File: src/rtl/key_debounce.sv
// key_debounce: four independent push-button debouncers.
// Each active-low key pin is synchronised, then qualified by a per-key FSM
// that requires CNT_MAX+1 consecutive stable synchronised samples before it
// accepts a press or a release.
// Ports:
//   clk         - system clock, rising edge
//   n_reset     - asynchronous active-low reset
//   key_n[3:0]  - raw, bouncing, active-low key pins (asynchronous to clk)
//   key_state   - debounced level per key, 1 = held (registered)
//   key_press   - one-cycle pulse per key on a debounced press (registered)
//   key_release - one-cycle pulse per key on a debounced release (registered)
module key_debounce #(
    parameter int unsigned CNT_MAX = 32'd1_000_000
) (
    input  logic       clk,
    input  logic       n_reset,
    input  logic [3:0] key_n,
    output logic [3:0] key_state,
    output logic [3:0] key_press,
    output logic [3:0] key_release
);

    localparam int unsigned NUM_KEYS = 4;
    localparam int unsigned CNT_W    = 32;

    localparam logic [1:0] S_IDLE         = 2'd0;
    localparam logic [1:0] S_PRESS_WAIT   = 2'd1;
    localparam logic [1:0] S_PRESSED      = 2'd2;
    localparam logic [1:0] S_RELEASE_WAIT = 2'd3;

    localparam logic [CNT_W-1:0] CNT_LAST = CNT_W'(CNT_MAX - 32'd1);

    logic [NUM_KEYS-1:0] r_sync1;
    logic [NUM_KEYS-1:0] r_sync2;
    logic [1:0]          r_state     [NUM_KEYS];
    logic [1:0]          w_state_nxt [NUM_KEYS];
    logic [CNT_W-1:0]    r_cnt       [NUM_KEYS];
    logic [CNT_W-1:0]    w_cnt_nxt   [NUM_KEYS];
    logic [NUM_KEYS-1:0] r_key_state;
    logic [NUM_KEYS-1:0] w_key_state_nxt;
    logic [NUM_KEYS-1:0] r_press;
    logic [NUM_KEYS-1:0] w_press_nxt;
    logic [NUM_KEYS-1:0] r_release;
    logic [NUM_KEYS-1:0] w_release_nxt;

    // Two-flop synchroniser; resets to "released" so reset never looks like a press.
    always_ff @(posedge clk or negedge n_reset) begin
        if (!n_reset) begin
            r_sync1 <= '1;
            r_sync2 <= '1;
        end else begin
            r_sync1 <= key_n;
            r_sync2 <= r_sync1;
        end
    end

    // State, counter and output registers for all keys.
    always_ff @(posedge clk or negedge n_reset) begin
        if (!n_reset) begin
            for (int i = 0; i < NUM_KEYS; i++) begin
                r_state[i] <= S_IDLE;
                r_cnt[i]   <= '0;
            end
            r_key_state <= '0;
            r_press     <= '0;
            r_release   <= '0;
        end else begin
            for (int i = 0; i < NUM_KEYS; i++) begin
                r_state[i] <= w_state_nxt[i];
                r_cnt[i]   <= w_cnt_nxt[i];
            end
            r_key_state <= w_key_state_nxt;
            r_press     <= w_press_nxt;
            r_release   <= w_release_nxt;
        end
    end

    // Per-key next-state logic; pulses are decided here and registered above.
    always_comb begin
        w_key_state_nxt = r_key_state;
        w_press_nxt     = '0;
        w_release_nxt   = '0;
        for (int i = 0; i < NUM_KEYS; i++) begin
            w_state_nxt[i] = r_state[i];
            w_cnt_nxt[i]   = r_cnt[i];
            case (r_state[i])
                S_IDLE: begin
                    w_cnt_nxt[i] = '0;
                    if (!r_sync2[i]) begin
                        w_state_nxt[i] = S_PRESS_WAIT;
                    end
                end
                S_PRESS_WAIT: begin
                    if (r_sync2[i]) begin
                        w_state_nxt[i] = S_IDLE;
                        w_cnt_nxt[i]   = '0;
                    end else if (r_cnt[i] == CNT_LAST) begin
                        w_state_nxt[i]     = S_PRESSED;
                        w_cnt_nxt[i]       = '0;
                        w_key_state_nxt[i] = 1'b1;
                        w_press_nxt[i]     = 1'b1;
                    end else begin
                        w_cnt_nxt[i] = r_cnt[i] + CNT_W'(1);
                    end
                end
                S_PRESSED: begin
                    w_cnt_nxt[i] = '0;
                    if (r_sync2[i]) begin
                        w_state_nxt[i] = S_RELEASE_WAIT;
                    end
                end
                S_RELEASE_WAIT: begin
                    if (!r_sync2[i]) begin
                        w_state_nxt[i] = S_PRESSED;
                        w_cnt_nxt[i]   = '0;
                    end else if (r_cnt[i] == CNT_LAST) begin
                        w_state_nxt[i]     = S_IDLE;
                        w_cnt_nxt[i]       = '0;
                        w_key_state_nxt[i] = 1'b0;
                        w_release_nxt[i]   = 1'b1;
                    end else begin
                        w_cnt_nxt[i] = r_cnt[i] + CNT_W'(1);
                    end
                end
                default: begin
                    w_state_nxt[i] = S_IDLE;
                    w_cnt_nxt[i]   = '0;
                end
            endcase
        end
    end

    assign key_state   = r_key_state;
    assign key_press   = r_press;
    assign key_release = r_release;

endmodule

File: config.mk
export PLATFORM = sky130hd
export DESIGN_NAME = key_debounce
export DESIGN_NICKNAME = d
export VERILOG_FILES = /design/src/rtl/key_debounce.sv
export SDC_FILE = /design/constraint.sdc
export NUM_CORES = 1
export LEC_CHECK = 0
export CAP_MARGIN = 20
export CORE_MARGIN = 2
export CORE_UTILIZATION = 55
export DETAILED_ROUTE_END_ITERATION = 6
export GPL_TIMING_DRIVEN = 0
export PLACE_DENSITY = 0.83
export SYNTH_ARGS = -nofsm -noshare
export SYNTH_HDL_FRONTEND = slang
export SYNTH_SLANG_ARGS = --single-unit
File: constraint.sdc
create_clock -name clk -period 2.7 [get_ports clk]
set_input_delay 0.54 -clock clk [delete_from_list [all_inputs] [get_ports clk]]
set_output_delay 0.54 -clock clk [all_outputs]
set_load 0.1 [all_outputs]
== Word-level counts from Yosys, hierarchy flattened ==
Cells that the tools add are included.

* $add $sub $neg: 4
* $mul: 0
* Div/mod/pow operators: 0
* Order comparisons: 0
* Eq/ne operators: 48
* Shift-type cells: 0
* Multiplexer cells: 84
* Bitwise gates (word level): 0
* Reduce and logical (&&, ||, !) cells: 20

{| class="wikitable"
|+ Operators with widths
! operator !! number
|-
| $mux 32 || 12
|-
| $pmux 32 s3 || 4
|-
| $add 32x1->32 const B || 4
|-
| $eq 32x20->1 const B || 4
|-
| $mux 2 || 24
|-
| $ne 2x2->1 const B || 24
|-
| $mux 1 || 36
|-
| $pmux 2 s4 || 4
|-
| $ne 3x3->1 const B || 8
|-
| $reduce_and 5->1 || 4
|-
| $eq 2x2->1 const B || 8
|-
| $reduce_and 4->1 || 4
|-
| $eq 2x1->1 const B || 4
|-
| $logic_not 2->1 || 4
|-
| $pmux 1 s2 || 4
|-
| $reduce_bool 2->1 || 4
|-
| $reduce_or 2->1 || 4
|}

* Register bits after elaboration: 156
* Bits in latches: 0
* Bits in writable memories: 0
* Bits in read-only memories: 0
* Input bits: 6
* Output and inout bits: 12
* Logic and storage cells: 172
* Memories kept: 0

== Longest topological paths before layout ==
Gate-level depths: netlist (run 1).

* Depth after elaboration: 4
* Mapped depth: 8
* Depth with buffers taken out: 6

== Worst setup path before layout (run 1) ==
No wires, ideal clock.

* Path type: reg2reg
* Start point: reg r_cnt[96] in the netlist's numbering
* End point: reg r_cnt[126] in the netlist's numbering
* Arrival: 1773 ps
* Required time: 2581 ps
* Slack: 808 ps
* Cell stages (with the launch flop): 8
* Buffers on the path: 1
* Cell sequence: dfrtp_1 ha_1 nand4_1 or4_4 buf_6 nor4_4 xnor2_1 nor2_2

{| class="wikitable"
|+ RTL lines
! what !! RTL line !! source
|-
| start, declared || 37 || <nowiki>logic [CNT_W-1:0] r_cnt [NUM_KEYS];</nowiki>
|-
| start signal, assigned by index || 70 || <nowiki>r_cnt[i] <= w_cnt_nxt[i];</nowiki>
|}

== Worst setup path in the final report (run 1) ==
* Start point: reg r_key_state[1] (netlist: key_state[1])
* End point: out key_state[1]

{| class="wikitable"
|+ RTL lines
! what !! RTL line !! source
|-
| start, declared || 39 || <nowiki>logic [NUM_KEYS-1:0] r_key_state;</nowiki>
|-
| start signal, assigned || 72 || <nowiki>r_key_state <= w_key_state_nxt;</nowiki>
|-
| end, declared || 18 || <nowiki>output logic [3:0] key_state,</nowiki>
|}

No word-level cell between the ends.

==> impl_metrics.py, run 1 <==
metrics = {
    "outcome": {
        "outcome": "complete, no violations",
    },
    "place": {
        "dpl-instance-area_mm2": 0.00799,
        "gp_congestion": 0.801,
        "hpwlAfterDp_mm": 9.63,
        "port_buffers": 17,
    },
    "layout": {
        "final_cell_mix": "nor2_1, dfrtp_1, xor2_1",
        "diodes": 0,
        "finalCoreUtilization": 0.642,
        "final_cell_area_mm2": 0.00857,
        "final_nets": 797,
        "layout_commonest_cell": "nor2_1",
        "layout-drive-gt1-share": 0.0938,
        "area_growth_syn_to_layout_pct": 13.3,
    },
    "critical_path": {
        "crit_end": "key_state[1]",
        "start_kind": "register",
        "r2r_setup_slack_ps": 340,
        "reg2regPathDepth": 6,
        "critPathMaxFanout": 3,
        "r2r-start": "r_cnt[96]$_DFF_PN0_",
        "crit_chain": "clkdlybuf4s50_1",
        "critPathLaunch": "key_state[1]$_DFFE_PN0P_",
        "required_ps": 2160,
        "crit_path_top_delay_cell": "clkdlybuf4s50_1",
        "worst-path-stages": 1,
        "critical_path_class": "reg2out",
        "worstReg2RegEnd": "r_cnt[99]$_DFF_PN0_",
        "arrival_ps": 1960,
        "path_delay_family": "buffers and inverters",
        "endpoint_kind": "primary output",
        "worst-path-buf-inv": 1,
        "cpPeakStageDelay_ps": 1160,
    },
    "synth": {
        "syn_nets": 760,
        "seq_area_frac_synth": 0.517,
        "synth_cell_types": 49,
        "synthCells": 750,
        "synthFlopType": "dfrtp_1",
        "yosysWarnings": 0,
        "synth_edf_count": 0,
        "synthArstFlopShare": 1.00,
        "ys_ff_latch": 156,
        "synth_area_per_cell_um2": 10.1,
        "syn_area_mm2": 0.00757,
    },
    "timing": {
        "finalMaxSlewViolations": 0,
        "max_freq_mhz": 399,
        "fin_skew_ps": 5.74,
        "grt_setup_unrepaired": "false",
        "tightest_slew_ps": 1030,
        "period_share": 0.927,
        "slew_headroom": 0.310,
        "setup_viol": 0,
        "hold_violations": 0,
        "min_period_ps": 2500,
    },
    "floorplan": {
        "ioPinCount": 18,
        "design.die.area_mm2": 0.0147,
        "core-area_mm2": 0.0133,
        "die_w_um": 121,
        "die_h_um": 121,
        "rows": 42,
        "initial_core_util": 0.567,
    },
    "grt": {
        "track_usage": 0.219,
        "grt_antenna_before_repair": 0,
        "grt_first_pass_wirelength_mm": 25.6,
        "first_global_vias": 5462,
        "grt_max_degree": 105,
        "grt_overflow": 0,
    },
    "route": {
        "wl_mm": 15.0,
        "firstDrtPassIters": 4,
        "dr_total_vias": 5580,
        "via_per_inst": 5.72,
        "ant_nets": 0,
        "drc": 0,
        "drt_iter0_drc": 418,
        "wl_per_cell_um": 15.4,
    },
    "clocking": {
        "htree_levels": 4,
        "cts_tree": "yes",
        "hold_buffers": 0,
        "path_clk_slew_ps": 60,
        "cts_sinks": 156,
        "worstSkewPairLatency_ps": 430,
        "cts.path.max_buffers": 2,
        "ctsResizeCount": 0,
        "cts_buffers": 17,
        "post_cts_buffers": 0,
        "cts_root_buf": "clkbuf_16",
    },
    "pwr": {
        "power.density_mw_per_mm2": 562,
        "p_leak_nw": 3.59,
        "irDropWorstVdd_mv": 0.514,
    },
    "run": {
        "maxCapViolations": 0,
    },
    "hold_path": {
        "hp-class": "in2async",
    },
}
## layout make-up
type / count / area (um^2)
flip-flops and latches: 156 / 3910
repair buffers: 18 / 199
fillers: 1003 / 4780
inverters: 19 / 71.3
clock buffers: 23 / 498
multi-input cells: 556 / 3480
plain buffers: 19 / 97.6
clock inverters: 9 / 86.3
well taps: 176 / 220
## power breakdown
| part | leakage [nW] | internal [mW] | switching (mW) |
|---|---|---|---|
| logic | 1.18 | 0.0283 | 0.0884 |
| registers | 2.14 | 2.36 | 0.0143 |
| clock network | 0.273 | 1.39 | 0.937 |
| total | 3.59 | 3.77 | 1.04 |
## cell usage after synthesis, drive strengths merged (5+ instances only)
library cell  instances  area, um^2
and2                  7        43.8
and3                 19         120
and4                 12         106
buf                  10        62.6
clkbuf                9        35.0
dfrtp               148        3700
dfstp                 8         210
inv                  19        71.3
mux2i                 5        50.1
nand2                50         188
nand3                52         265
nand4                52         344
nor2                150         566
nor3                 15        90.1
nor4                 26         263
nor4b                10        87.6
xnor2                36         315
xor2                 85         744
## registers in the layout (all words and copies together) (netlist names), named ones only
| register | flops |
|---|---|
| key_press | 4 |
| r_sync2 | 4 |
| r_sync1 | 4 |
| key_state | 4 |
| r_state | 4 |
| key_release | 4 |
| r_cnt | 128 |
## cell families after synthesis
| kind of cell | share of synthesized area |
|---|---|
| compound gates | 0.0154 |
| xor+xnor | 0.140 |
| fa+ha+maj | 0.00661 |
| buf+inv | 0.0223 |
| flops | 0.517 |
| mux | 0.00661 |
| simple gates | 0.292 |
## per-layer routing
metal / vias up / global-route usage / wire, um / part of all wire
li1: 2672 / - / - / -
met1: 2764 / 0.294 / 7000 / 0.47
met2: 129 / 0.346 / 7250 / 0.48
met3: 15 / 0.0583 / 599 / 0.040
met4: 0 / 0.0754 / 173 / 0.012
met5: - / 0 / 0 / 0
## metrics by stage
step | setup slack (ps) | total power, mW | hold slack [ps] | TNS, ps | cells
global route | 146 | 4.97 | 87.2 | 0 | 976
CTS | 169 | 4.85 | 66.3 | 0 | 976
detailed placement | 346 | 2.53 | 347 | 0 | 944
finish | 196 | 4.81 | 46.2 | 0 | 976
global placement | -5030 | 2.53 | 346 | -767620 | 943
floorplan | 808 | 2.46 | 244 | 0 | 750
## how the worst min path moves through the flow
| stage | from | slack (ps) | end | cells after the start |
|---|---|---|---|---|
| 4_1_cts | n_reset | 70 | r_cnt[23]$_DFF_PN0_ | 1 |
| 3_5_place_dp | r_sync1[2]$_DFF_PN1_ | 350 | r_sync2[2]$_DFF_PN1_ | 0 |
| 3_3_place_gp | r_sync1[3]$_DFF_PN1_ | 350 | r_sync2[3]$_DFF_PN1_ | 0 |
| 2_1_floorplan | n_reset | 240 | async pin | 0 |
| 6_report | n_reset | 50 | r_cnt[31]$_DFF_PN0_ | 1 |
| 5_1_grt | n_reset | 90 | r_cnt[24]$_DFF_PN0_ | 1 |
No activity file was read; power rests on OpenSTA's default activity.
==> run 2, diff against run 1 <==
--- a/config.mk
+++ b/config.mk
@@ -5,7 +5,8 @@
 export SDC_FILE = /design/constraint.sdc
 export NUM_CORES = 1
 export LEC_CHECK = 0
-export CAP_MARGIN = 20
+export CAP_MARGIN = 15
+export CORE_ASPECT_RATIO = 1.25
 export CORE_MARGIN = 2
 export CORE_UTILIZATION = 55
 export DETAILED_ROUTE_END_ITERATION = 6
==> run 2 against run 1 <==
Global-route usage is 0.39 points higher. Cell count is 0.51% lower. Sequential share of layout area shrank 0.39 points. Critical endpoint is now key_state[3].
==> impl_metrics.py, run 2 (same netlist as run 1, synthesis figures left out) <==
metrics = {
    "grt": {
        "grt.busiest_layer": "met2",
        "grt_max_degree": 101,
        "grt_util_met2": 0.372,
        "use_met3": 0.0409,
        "grtUsageMet1": 0.285,
        "first_global_vias": 5585,
        "grt_first_pass_wirelength_mm": 26.0,
        "track_usage": 0.223,
        "grt_overflow": 0,
        "grt_antenna_before_repair": 0,
    },
    "layout": {
        "final_cell_mix": "nor2_1, dfrtp_1, xor2_1",
        "layout_commonest_cell": "nor2_1",
        "area_growth_syn_to_layout_pct": 14.2,
        "finalCoreUtilization": 0.648,
        "diodes": 0,
        "layout.cells.non_filler": 971,
        "final_nets": 797,
        "layout-drive-gt1-share": 0.0950,
        "regMostFlops": "r_cnt",
        "largest_register_ffs": 128,
        "fillers": 1011,
    },
    "route": {
        "wl_mm": 15.2,
        "firstDrtPassIters": 4,
        "via_per_inst": 5.77,
        "drt_iter0_drc": 335,
        "ant_nets": 0,
        "wl_per_cell_um": 15.7,
        "drc": 0,
        "dr_total_vias": 5607,
    },
    "critical_path": {
        "worst-path-buf-inv": 1,
        "crit_chain": "clkdlybuf4s50_1",
        "start_kind": "register",
        "path_delay_family": "buffers and inverters",
        "critical_path_class": "reg2out",
        "r2r_setup_slack_ps": 350,
        "endpoint_kind": "primary output",
        "cpPeakStageDelay_ps": 1160,
        "arrival_ps": 2000,
        "crit_path_top_delay_cell": "clkdlybuf4s50_1",
        "critPathMaxFanout": 2,
        "required_ps": 2160,
    },
    "timing": {
        "period_share": 0.940,
        "hold_violations": 0,
        "max_freq_mhz": 394,
        "min_period_ps": 2540,
        "fin_ws_ps": 163,
        "setup_viol": 0,
        "fin_skew_ps": 5.69,
        "finalMaxSlewViolations": 0,
        "tightest_slew_ps": 986,
        "grt_setup_unrepaired": "false",
        "slew_headroom": 0.340,
    },
    "clocking": {
        "ctsResizeCount": 0,
        "cts_buffers": 17,
        "hold_buffers": 0,
        "cts.path.max_buffers": 2,
        "cts_root_buf": "clkbuf_16",
        "cts_sinks": 156,
        "htree_levels": 4,
        "worstSkewPairLatency_ps": 430,
        "post_cts_buffers": 0,
        "cts_tree": "yes",
        "path_clk_slew_ps": 60,
    },
    "place": {
        "pre_cts_ws_ps": 390,
        "placed_cells": 939,
        "gp_congestion": 0.823,
        "port_buffers": 17,
        "hpwlAfterDp_mm": 9.76,
    },
    "pwr": {
        "p_leak_nw": 3.63,
        "combPwrFrac": 0.022,
        "power.switching_mw": 1.08,
        "irDropWorstVdd_mv": 0.391,
        "p_int_mw": 4.08,
        "swShare": 0.209,
        "power_mw": 5.16,
        "power_frac_seq": 0.460,
        "power.density_mw_per_mm2": 596,
        "p_clk_frac": 0.517,
    },
    "run": {
        "maxCapViolations": 0,
    },
    "floorplan": {
        "rows": 47,
        "initial_core_util": 0.567,
        "core-area_mm2": 0.0133,
        "design.die.area_mm2": 0.0147,
        "die_w_um": 109,
        "die_h_um": 135,
        "ioPinCount": 18,
    },
    "outcome": {
        "outcome": "complete, no violations",
    },
    "hold_path": {
        "hp-class": "in2async",
    },
}
run 2: cell type report:
cell class / instances / area, um^2 / share of cell area
Sequential cell: 156 / 3910 / 0.453
Multi-Input combinational cell: 556 / 3480 / 0.403
Clock buffer: 19 / 453 / 0.0524
Tap cell: 171 / 214 / 0.0248
Clock inverter: 13 / 211 / 0.0245
Timing Repair Buffer: 18 / 199 / 0.0230
Buffer: 19 / 97.6 / 0.0113
Inverter: 19 / 71.3 / 0.00825
run 2: per-layer routing:
| metal | share of wire | wire length, um | vias to the layer above |
|---|---|---|---|
| met4 | 0.019 | 286 | 0 |
| met1 | 0.44 | 6740 | 2805 |
| met2 | 0.51 | 7720 | 109 |
| met5 | 0 | 0 | - |
| li1 | - | - | 2671 |
| met3 | 0.031 | 478 | 22 |
run 2: path summary, 6_finish.rpt:
check                                         start                    to  cells past startpoint
setup / recovery           key_state[3]$_DFFE_PN0P_          key_state[3]                      1
hold / removal                              n_reset   r_cnt[69]$_DFF_PN0_                      1
setup reg to reg                r_cnt[96]$_DFF_PN0_  r_cnt[109]$_DFF_PN0_                      6
hold reg to reg                r_sync1[2]$_DFF_PN1_  r_sync2[2]$_DFF_PN1_                      0
max in group asynchronous                   n_reset  r_sync2[1]$_DFF_PN1_                      2
min in group clk               r_sync1[2]$_DFF_PN1_  r_sync2[2]$_DFF_PN1_                      0
run 2: through the flow:
stage               TNS [ps]  hold slack (ps)  instance area [um^2]
floorplan                  0              244                  7570
global placement     -767220              346                  7950
detailed placement         0              347                  7980
CTS                        0             83.7                  8640
global route               0             97.7                  8640
finish                     0             60.5                  8640
run 2: power groups by stage:
stage | combinational, mW | clock (mW) | sequential [mW]
after global placement | 0.112 | 0 | 2.42
after CTS | 0.120 | 2.70 | 2.37
final | 0.116 | 2.67 | 2.37
after global routing | 0.134 | 2.80 | 2.37
after detailed placement | 0.119 | 0 | 2.41
after floorplan | 0.0443 | 0 | 2.41
